===== src/rtl/branch_pc_ctrl.sv =====
`default_nettype none
// ============================================================================
//  Module      : branch_pc_ctrl
//  Description : Fetch-PC sequencer and control-transfer controller for a
//                5-stage RV32I pipeline. Owns the fetch PC and the
//                instruction-memory request, resolves EX-stage branches,
//                JAL and JALR, flushes IF/ID and ID/EX for one cycle on a
//                redirect and halts (or realigns) on a misaligned target.
//  Options     : `define BRANCH_PC_CTRL_STATS_EN adds the br_total and
//                br_redirects event counters as extra outputs.
//  Revision    : 1.0 - initial release
// ============================================================================
module branch_pc_ctrl #(
    parameter logic [31:0] RESET_PC         = 32'h0000_0000,
    parameter int          HALT_ON_MISALIGN = 1
) (
    input  logic        clk,
    input  logic        rst_n,
    input  logic        stall,
    input  logic        imem_ready,
    input  logic        ex_valid,
    input  logic [31:0] ex_instr,
    input  logic [31:0] ex_pc,
    input  logic [31:0] ex_rs1,
    input  logic        branch,
    output logic        imem_req,
    output logic [31:0] imem_addr,
    output logic        if_valid,
    output logic        flush,
    output logic        misalign
`ifdef BRANCH_PC_CTRL_STATS_EN
    ,
    output logic [31:0] br_total,
    output logic [31:0] br_redirects
`endif
);

    // ------------------------------------------------------------------------
    // Opcode / funct3 constants
    // ------------------------------------------------------------------------
    localparam logic [6:0] C_OPC_BRANCH = 7'h63;
    localparam logic [6:0] C_OPC_JAL    = 7'h6F;
    localparam logic [6:0] C_OPC_JALR   = 7'h67;
    localparam logic [2:0] C_F3_JALR    = 3'b000;

    // ------------------------------------------------------------------------
    // Sequencer states
    // ------------------------------------------------------------------------
    typedef enum logic [1:0] {
        ST_BOOT     = 2'd0,
        ST_FETCH    = 2'd1,
        ST_REDIRECT = 2'd2,
        ST_HALT     = 2'd3
    } state_t;

    state_t      state_q,    state_d;
    logic [31:0] pc_q,       pc_d;
    logic        imem_req_q, imem_req_d;
    logic        if_valid_q, if_valid_d;
    logic        flush_q,    flush_d;
    logic        misalign_q, misalign_d;

    // ------------------------------------------------------------------------
    // EX-stage decode and target arithmetic
    // ------------------------------------------------------------------------
    logic [6:0]  opcode;
    logic [2:0]  funct3;
    logic        is_branch;
    logic        is_jal;
    logic        is_jalr;
    logic [31:0] imm_b;
    logic [31:0] imm_j;
    logic [31:0] imm_i;
    logic [31:0] target_raw;
    logic [31:0] target_fixed;
    logic        target_misaligned;
    logic        redirect;
    logic        halt_now;
    logic        accept;

    assign opcode    = ex_instr[6:0];
    assign funct3    = ex_instr[14:12];
    assign is_branch = (opcode == C_OPC_BRANCH);
    assign is_jal    = (opcode == C_OPC_JAL);
    assign is_jalr   = (opcode == C_OPC_JALR) && (funct3 == C_F3_JALR);

    assign imm_b = {{19{ex_instr[31]}}, ex_instr[31], ex_instr[7],
                    ex_instr[30:25], ex_instr[11:8], 1'b0};
    assign imm_j = {{11{ex_instr[31]}}, ex_instr[31], ex_instr[19:12],
                    ex_instr[20], ex_instr[30:21], 1'b0};
    assign imm_i = {{20{ex_instr[31]}}, ex_instr[31:20]};

    // Select the control-transfer target; JALR clears bit 0 of the sum.
    always_comb begin
        target_raw = ex_pc + imm_b;
        if (is_jalr) begin
            target_raw = (ex_rs1 + imm_i) & ~32'd1;
        end else if (is_jal) begin
            target_raw = ex_pc + imm_j;
        end
    end

    assign target_misaligned = (target_raw[1:0] != 2'b00);
    // Realigned target used when the controller is configured to continue.
    assign target_fixed      = {target_raw[31:2], 2'b00};

    // Redirect request from EX; only honoured while in FETCH.
    assign redirect = ex_valid & ((is_branch & branch) | is_jal | is_jalr);
    assign halt_now = redirect & target_misaligned & (HALT_ON_MISALIGN != 0);

    // A request is consumed when memory is ready and the pipe is not held.
    assign accept   = imem_req_q & imem_ready & ~stall;

    // ------------------------------------------------------------------------
    // Next-state and next-output computation for the sequencer
    // ------------------------------------------------------------------------
    always_comb begin
        state_d    = state_q;
        pc_d       = pc_q;
        imem_req_d = imem_req_q;
        if_valid_d = 1'b0;
        flush_d    = 1'b0;
        misalign_d = misalign_q;

        case (state_q)
            ST_BOOT: begin
                // Single idle cycle after reset, then start fetching.
                state_d    = ST_FETCH;
                imem_req_d = 1'b1;
            end

            ST_FETCH: begin
                if (halt_now) begin
                    // Freeze at the offending instruction and stop fetching.
                    state_d    = ST_HALT;
                    pc_d       = ex_pc;
                    imem_req_d = 1'b0;
                    flush_d    = 1'b1;
                    misalign_d = 1'b1;
                end else if (redirect) begin
                    // Redirect beats both stall and sequential increment and
                    // drops any request that was not yet accepted.
                    state_d    = ST_REDIRECT;
                    pc_d       = target_fixed;
                    imem_req_d = 1'b1;
                    flush_d    = 1'b1;
                    misalign_d = misalign_q | target_misaligned;
                end else begin
                    imem_req_d = 1'b1;
                    if (accept) begin
                        pc_d       = pc_q + 32'd4;
                        if_valid_d = 1'b1;
                    end
                end
            end

            ST_REDIRECT: begin
                // EX still holds the squashed shadow here: ignore it.
                state_d    = ST_FETCH;
                imem_req_d = 1'b1;
                if (accept) begin
                    pc_d       = pc_q + 32'd4;
                    if_valid_d = 1'b1;
                end
            end

            ST_HALT: begin
                // Terminal until reset.
                imem_req_d = 1'b0;
            end

            default: begin
                state_d    = ST_BOOT;
                imem_req_d = 1'b0;
            end
        endcase
    end

    // Sequencer state and registered outputs.
    always_ff @(posedge clk or negedge rst_n) begin
        if (!rst_n) begin
            state_q    <= ST_BOOT;
            pc_q       <= RESET_PC;
            imem_req_q <= 1'b0;
            if_valid_q <= 1'b0;
            flush_q    <= 1'b0;
            misalign_q <= 1'b0;
        end else begin
            state_q    <= state_d;
            pc_q       <= pc_d;
            imem_req_q <= imem_req_d;
            if_valid_q <= if_valid_d;
            flush_q    <= flush_d;
            misalign_q <= misalign_d;
        end
    end

    assign imem_req  = imem_req_q;
    assign imem_addr = pc_q;
    assign if_valid  = if_valid_q;
    assign flush     = flush_q;
    assign misalign  = misalign_q;

`ifdef BRANCH_PC_CTRL_STATS_EN
    // ------------------------------------------------------------------------
    // Event counters (only active in FETCH, so frozen once halted)
    // ------------------------------------------------------------------------
    logic [31:0] br_total_q,     br_total_d;
    logic [31:0] br_redirects_q, br_redirects_d;

    // Count SB-type instructions seen and redirects actually taken.
    always_comb begin
        br_total_d     = br_total_q;
        br_redirects_d = br_redirects_q;
        if (state_q == ST_FETCH) begin
            if (ex_valid && is_branch) begin
                br_total_d = br_total_q + 32'd1;
            end
            if (redirect && !halt_now) begin
                br_redirects_d = br_redirects_q + 32'd1;
            end
        end
    end

    // Counter registers.
    always_ff @(posedge clk or negedge rst_n) begin
        if (!rst_n) begin
            br_total_q     <= 32'd0;
            br_redirects_q <= 32'd0;
        end else begin
            br_total_q     <= br_total_d;
            br_redirects_q <= br_redirects_d;
        end
    end

    assign br_total     = br_total_q;
    assign br_redirects = br_redirects_q;
`endif

endmodule

`default_nettype wire

===== config.mk =====
export PLATFORM = sky130hd
export DESIGN_NAME = branch_pc_ctrl
export DESIGN_NICKNAME = d
export VERILOG_FILES = /design/src/rtl/branch_pc_ctrl.sv
export SDC_FILE = /design/constraint.sdc
export NUM_CORES = 1
export LEC_CHECK = 0
export CORE_MARGIN = 2
export CORE_UTILIZATION = 45
export CTS_BUF_LIST = sky130_fd_sc_hd__clkbuf_8
export DETAILED_ROUTE_END_ITERATION = 12
export PLACE_DENSITY = 0.72
export SYNTH_ARGS = -nofsm -noshare
export SYNTH_HDL_FRONTEND = slang
export SYNTH_SLANG_ARGS = --single-unit
export TNS_END_PERCENT = 10

===== constraint.sdc =====
create_clock -name clk -period 2.4 [get_ports clk]
set_input_delay 0.24 -clock clk [delete_from_list [all_inputs] [get_ports clk]]
set_output_delay 0.24 -clock clk [all_outputs]
set_load 0.01 [all_outputs]

==> metrics.cfg, run 1 <==
[cells_and_area]
layout-drive-gt1-share = 0.303
final_nets = 1439
multiInputGateArea_um2 = 5560
layout.cells.non_filler = 1448
fill_cells = 1062
syn2layout_area_growth_pct = 61.5
ff_latch_area_um2 = 951
diodes = 0

[synth]
synth-simple-area-share = 0.217
synth.net_count = 1051
synth_common_cells = a21oi_1, nand2_1, o21ai_0
synth.distinct_cells = 81
mappedNetlistArea_um2 = 6460
synthXorXnorAreaFrac = 0.0825
syn_area_per_cell_um2 = 7.35
synth-async-reset-ratio = 1.00
synth-seq-area-share = 0.147
synth_cells = 879
yosys-top-cells-area = dfrtp_1, ha_1, a21oi_1
ys_seq_elements = 38
synth_top_family_by_area = compound AO/OA/AOI/OAI gates
synth_compound_area_frac = 0.361
synth_edf_count = 0
synth.area.mux_share = 0.0134
synth_ff_type = dfrtp_1
synth_most_common_cell = a21oi_1
yosys.area.top_type = dfrtp_1
synthAdderAreaFrac = 0.138
synth_top_area_share = 0.147
synth_warnings = 0

[detailed_routing]
avgRoutedWirePerCell_um = 18.0
ant_nets = 0
vias_per_cell = 5.90
drt_iter0_markers = 812
vias = 8549
first_pass_iters = 7
drcViolationCount = 0
finalWirelength_mm = 26.1

[clocking]
h-tree-depth = 2
clkSlewWorstSetupHoldPaths_ps = 90
root_buffer = clkbuf_8
clk_latency_ps = 310
cts_sinks = 38
clockBufferDepth = 2
hold_buffers = 0
cts_tree = yes
numCtsBuffers = 5

[worst_setup_path]
r2r-end = imem_addr[16]
cp-end-kind = register
critical_path_class = input port to register
worstSetupPathDepth = 15
cp-endpoint = imem_addr[25]
worstPathCellList = buf_6 -> nand4_1 -> nor3_4 -> buf_12 -> mux2_4 -> ha_4 -> fa_2 -> a211oi_2 -> o211ai_1 -> a21oi_2 -> o21ai_2 -> a21oi_4 -> xnor2_1 -> a31oi_1 -> a221o_1
crit_fanout = 6
critical_path.max_stage_delay_ps = 370
cp_slowest_cell = fa_2
path_delay_family = compound AO/OA/AOI/OAI gates
crit_buf_inv = 2
regToRegStartpoint = state_q[0]
arrival_ps = 3270
crit_required_ps = 2600
crit_path_start_kind = input port
reg2reg_depth = 9
timing.reg2reg.setup_slack_ps = 90
cp-startpoint = ex_instr[5]

[timing]
hold_viol_final = 0
slew_headroom = 0.352
slew_viol_final = 0
hold_slack_ps = 85.5
setup_viol = 30
fin_ws_ps = -669
worst_slew_pin_slew_ps = 973
grt_setup_unrepaired = true
fmax_mhz = 326
finClkSkew_ps = 11.7
period_share = 1.28
min_period_ps = 3070

[floorplanning]
die-area_um2 = 15300
die_y_um = 124
initial_core_util = 0.464
ios = 138
die_w_um = 124
core_area_um2 = 13900
num_rows = 43

[run]
maxCapViolCount = 0

[global_routing]
busiest_layer = met2
antenna_found_initial = 1
grt_pass1_vias = 8032
grt_pass1_wl_mm = 40.2
grt_max_degree = 39
gr-usage-met1 = 0.460
met2_usage = 0.551
overflow = 0
use_met3 = 0.0453
grt_use_total = 0.337

[power]
leakagePower_nw = 4.77
peakVddDrop_mv = 0.229
power_density_nw_per_um2 = 442

[placement]
placed_cells = 1432
hpwl_mm = 20.9
io_buffers = 137
gp_congestion = 1.02

[hold_path]
hold_path.class = input port to asynchronous set/reset pin

[status]
violations = setup timing
outcome = finished with violations

==> cell families after synthesis <==
group	Yosys count
AO/OA/AOI/OAI	356
AND/OR/NAND/NOR	285
adder cells (fa/ha/maj)	70
buffers and inverters	62
XOR/XNOR	60
flip-flops	38
multiplexers	8
==> how the worst min path moves through the flow <==
stage | cells after the start | endpoint | slack [ps] | from
2_1_floorplan | 0 | flush | -60 | rst_n
3_3_place_gp | 1 | imem_addr[2] | 430 | rst_n
3_5_place_dp | 1 | imem_addr[3] | 440 | rst_n
4_1_cts | 1 | imem_addr[16] | 110 | rst_n
5_1_grt | 1 | imem_addr[2] | 140 | rst_n
6_report | 1 | imem_addr[2] | 90 | rst_n
==> what timing repair did <==
item,4_1_cts,5_1_grt
setup endpoints to repair,35,33
gates resized for setup,84,14
hold endpoints to repair,0,0
buffers inserted,3,5
pin swaps,30,13
==> flip-flops by register name, indices dropped and copies added, names as in the netlist <==
signal,count
misalign,1
imem_addr,32
imem_req,1
state_q,2
if_valid,1
flush,1
==> final cells by class <==
cell class / instances / share of cell area
clock buffer: 6 / 0.00792
tap: 180 / 0.0216
sequential: 38 / 0.0912
multi-input combinational: 779 / 0.533
clock inverter: 2 / 0.00120
inverter: 23 / 0.00828
timing repair buffer: 420 / 0.336
==> placed cells by master (no fill, tap or decap), types with 6 or more instances in the layout <==
cell,n
a211oi_1,7
a21o_1,42
xnor2_1,30
nor2b_1,6
nor2_1,64
a21oi_2,15
nand4_1,18
o211ai_1,17
clkdlybuf4s50_1,128
a21oi_1,86
ha_1,64
and3_1,11
nand3_1,23
xor2_1,27
nand2_1,96
inv_1,22
buf_4,280
o21ai_0,59
dfrtp_1,38
o21ai_1,12
o21ai_2,6
and2_1,7
a31oi_1,24
clkbuf_8,6
nor3_1,20
o22ai_1,9
==> worst reg2reg max path, delay by kind of cell, from the launching register on <==
family | cells | cell delay, ps
AOI/OAI and AO/OA | 2 | 240
adders and majority gates | 1 | 460
buffers and inverters | 2 | 290
DFF | 1 | 420
and+or+nand+nor | 4 | 780
==> report_power, final <==
group | switching (W) | internal, W
Clock | 0.000281 | 0.000232
Sequential | 0.000171 | 0.000812
Combinational | 0.00151 | 0.00160
==> metal layers <==
layer  vias up  share of wire
li1       4107              -
met1      3940           0.43
met2       441           0.46
met3        61          0.087
met4         0          0.028
met5         -              0
==> per-stage QoR <==
step	setup TNS, ps	util	setup slack, ps	total power [W]	instance area [um2]
2_1_floorplan	-17680	-	-921	0.00241	6520
3_3_place_gp	-38020	0.718	-1370	0.00387	10000
3_5_place_dp	-39480	0.718	-1440	0.00391	10000
4_1_cts	-12020	0.744	-771	0.00452	10400
5_1_grt	-16960	0.748	-798	0.00490	10400
6_report	-12750	0.748	-669	0.00461	10400
Power figures use the tool's default switching activity.
==> run 2: changes to the inputs <==
Settings changed: CELL_PAD_IN_SITES_DETAIL_PLACEMENT from default to 1, CELL_PAD_IN_SITES_GLOBAL_PLACEMENT from default to 1, CORE_UTILIZATION 45 to 39, PLACE_DENSITY 0.72 to default, PLACE_DENSITY_LB_ADDON from default to 0.1.
==> run 2 against run 1 <==
The flow finishes with violations (hold timing, setup timing). Die area rose by 15%. Clock power increased by 27%. Critical path depth unchanged. Utilization down 7.9 points. Register-to-register slack got worse by 520 ps. Worst setup slack lost 620 ps. Count of clock-buffer cells in the layout fell by 1. Final area increased by 5.4%. First-iteration DRC count rose by 76%. Largest cell class unchanged.
==> metrics.cfg, run 2 (same netlist as run 1, synthesis figures left out) <==
[detailed_routing]
drt_iter0_markers = 1430  ; was 812
finalWirelength_mm = 46.6  ; was 26.1 mm
drcViolationCount = 0  ; unchanged
ant_nets = 0  ; unchanged
first_pass_iters = 6  ; was 7
vias_per_cell = 7.06  ; was 5.90
vias = 10600  ; was 8549
avgRoutedWirePerCell_um = 31.1  ; was 18.0 um

[cells_and_area]
final_common_cell = buf_4  ; unchanged
final_nets = 1449  ; was 1439
layout-drive-gt1-share = 0.347  ; was 0.303
fill_cells = 1969  ; was 1062
diodes = 0  ; unchanged
fin_util = 0.670  ; was 0.748
fin_area_um2 = 11000  ; was 10400 um2
final_cell_mix = buf_4, clkdlybuf4s50_1, nand2_1  ; unchanged
syn2layout_area_growth_pct = 70.1  ; was 61.5%
largest_reg_flops = 32  ; unchanged

[global_routing]
busiest_layer = met2  ; unchanged
antenna_found_initial = 2  ; was 1
grt_use_total = 0.439  ; was 0.337
grt_max_degree = 39  ; unchanged
grt_pass1_vias = 10700  ; was 8032
gr-usage-met1 = 0.493  ; was 0.460
met2_usage = 0.738  ; was 0.551
overflow = 0  ; unchanged
use_met3 = 0.0977  ; was 0.0453
grt_pass1_wl_mm = 60.4  ; was 40.2 mm

[timing]
fin_ws_ps = -1290  ; was -669 ps
tns_ps = -29000  ; was -12750 ps
fmax_mhz = 271  ; was 326 MHz
slew_viol_final = 0  ; unchanged
min_period_ps = 3690  ; was 3070 ps
finClkSkew_ps = 23.5  ; was 11.7 ps
grt_setup_unrepaired = true  ; unchanged
period_share = 1.54  ; was 1.28
hold_slack_ps = -6.40  ; was 85.5 ps
setup_viol = 35  ; was 30
hold_viol_final = 10  ; was 0
slew_headroom = 0.366  ; was 0.352
worst_slew_pin_slew_ps = 938  ; was 973 ps

[worst_setup_path]
worstPathCellList = buf_6 -> nand4_1 -> nor3_4 -> buf_12 -> buf_4 -> mux2_2 -> ha_1 -> nand4_1 -> a21oi_2 -> a21oi_2 -> o21bai_2 -> a21oi_2 -> xnor2_1 -> o21ai_0 -> a21oi_1  ; was buf_6 -> nand4_1 -> nor3_4 -> buf_12 -> mux2_4 -> ha_4 -> fa_2 -> a211oi_2 -> o211ai_1 -> a21oi_2 -> o21ai_2 -> a21oi_4 -> xnor2_1 -> a31oi_1 -> a221o_1
cp-end-kind = register  ; unchanged
crit_path_start_kind = input port  ; unchanged
reg2reg_depth = 12  ; was 9
regToRegStartpoint = imem_addr[17]  ; was state_q[0]
critical_path_class = input port to register  ; unchanged
path_delay_family = compound AO/OA/AOI/OAI gates  ; unchanged
crit_buf_inv = 3  ; was 2
arrival_ps = 3900  ; was 3270 ps
crit_required_ps = 2610  ; was 2600 ps
timing.reg2reg.setup_slack_ps = -430  ; was 90 ps
critical_path.max_stage_delay_ps = 550  ; was 370 ps
cp_common_cell = a21oi_2
r2r-end = imem_addr[31]  ; was imem_addr[16]
cp_slowest_cell = o21ai_0  ; was fa_2
crit_fanout = 5  ; was 6

[clocking]
cts_sinks = 38  ; unchanged
clk_latency_ps = 340  ; was 310 ps
cts_tree = yes  ; unchanged
clkSlewWorstSetupHoldPaths_ps = 120  ; was 90 ps
numCtsBuffers = 5  ; unchanged
hold_buffers = 0  ; unchanged
clockBufferDepth = 2  ; unchanged
h-tree-depth = 2  ; unchanged
root_buffer = clkbuf_8  ; unchanged

[placement]
hpwl_mm = 25.8  ; was 20.9 mm
io_buffers = 137  ; unchanged
gp_congestion = 0.959  ; was 1.02
dpl-instance-area_um2 = 10000  ; about the same

[floorplanning]
ios = 138  ; unchanged
core_area_um2 = 16400  ; was 13900 um2
initial_core_util = 0.394  ; was 0.464
die_w_um = 133  ; was 124 um
die_y_um = 133  ; was 124 um
num_rows = 47  ; was 43
die-area_um2 = 17600  ; was 15300 um2

[power]
pwr-share-clk = 0.119  ; was 0.111
p_int_w = 0.00281  ; was 0.00265 W
leakagePower_nw = 4.93  ; was 4.77 nW
switching_power_w = 0.00269  ; was 0.00197 W
p_sw_frac = 0.488  ; was 0.426
peakVddDrop_mv = 0.271  ; was 0.229 mV
pwr-share-seq = 0.192  ; was 0.213
power_density_nw_per_um2 = 500  ; was 442 nW/um2
p_comb_frac = 0.689  ; was 0.676

[hold_path]
hold_path.class = input port to asynchronous set/reset pin  ; unchanged

[run]
maxCapViolCount = 0  ; unchanged

[status]
violations = hold timing, setup timing  ; was setup timing
outcome = finished with violations  ; unchanged

-- run 2: cell count changes in the layout (fill, tap and decap cells not counted), sizes merged --
| cell | before | now |
|---|---|---|
| buf | 288 | 299 |
| bufinv | 0 | 1 |
| clkbuf | 9 | 7 |
| clkinv | 1 | 0 |
| clkinvlp | 1 | 2 |
-- run 2: power groups by stage --
stage / Sequential, W / Clock [W] / Combinational (W)
floorplan: 0.00108 / 0 / 0.00133
global placement: 0.000999 / 0 / 0.00290
detailed placement: 0.00101 / 0 / 0.00302
CTS: 0.00101 / 0.000607 / 0.00320
global route: 0.00107 / 0.000649 / 0.00388
finish: 0.00106 / 0.000654 / 0.00379
-- run 2: repair_timing --
item                                    in CTS  in global routing
gates cloned                                 0                  0
endpoints found under the setup margin      35                 35
resized for setup                          126                 70
setup buffers                               19                  6
hold endpoints to repair                     0                  0
pin swaps                                   43                 25
-- run 2: how the worst max path moves through the flow --
stage,from,endpoint,depth (start not counted)
6_report,ex_instr[1],imem_addr[18],15
3_5_place_dp,ex_instr[1],imem_addr[30],16
3_3_place_gp,ex_instr[0],imem_addr[25],15
2_1_floorplan,ex_instr[0],imem_addr[25],14
4_1_cts,ex_instr[0],imem_addr[31],17
5_1_grt,ex_instr[1],imem_addr[18],15
-- run 2: area by class of cell --
type	count	area, um2	share of cell area
tap	220	275	0.0251
clock buffer	5	68.8	0.00626
inverter	23	86.3	0.00786
clock inverter	3	45.0	0.00410
timing repair buffer	430	3690	0.336
multi-input combinational	779	5870	0.534
sequential	38	951	0.0866
-- run 2: stage by stage --
| step | power, W | cells | setup slack (ps) |
|---|---|---|---|
| 2_1_floorplan | 0.00241 | 879 | -921 |
| 3_3_place_gp | 0.00390 | 1465 | -1390 |
| 3_5_place_dp | 0.00403 | 1465 | -1500 |
| 4_1_cts | 0.00481 | 1492 | -651 |
| 5_1_grt | 0.00560 | 1498 | -1380 |
| 6_report | 0.00550 | 1498 | -1290 |
-- run 2: layer usage --
layer  routed length, um  part of all wire
met4                4750              0.10
met1               15500              0.33
met2               20500              0.44
met3                5850              0.13
met5                  31           0.00067
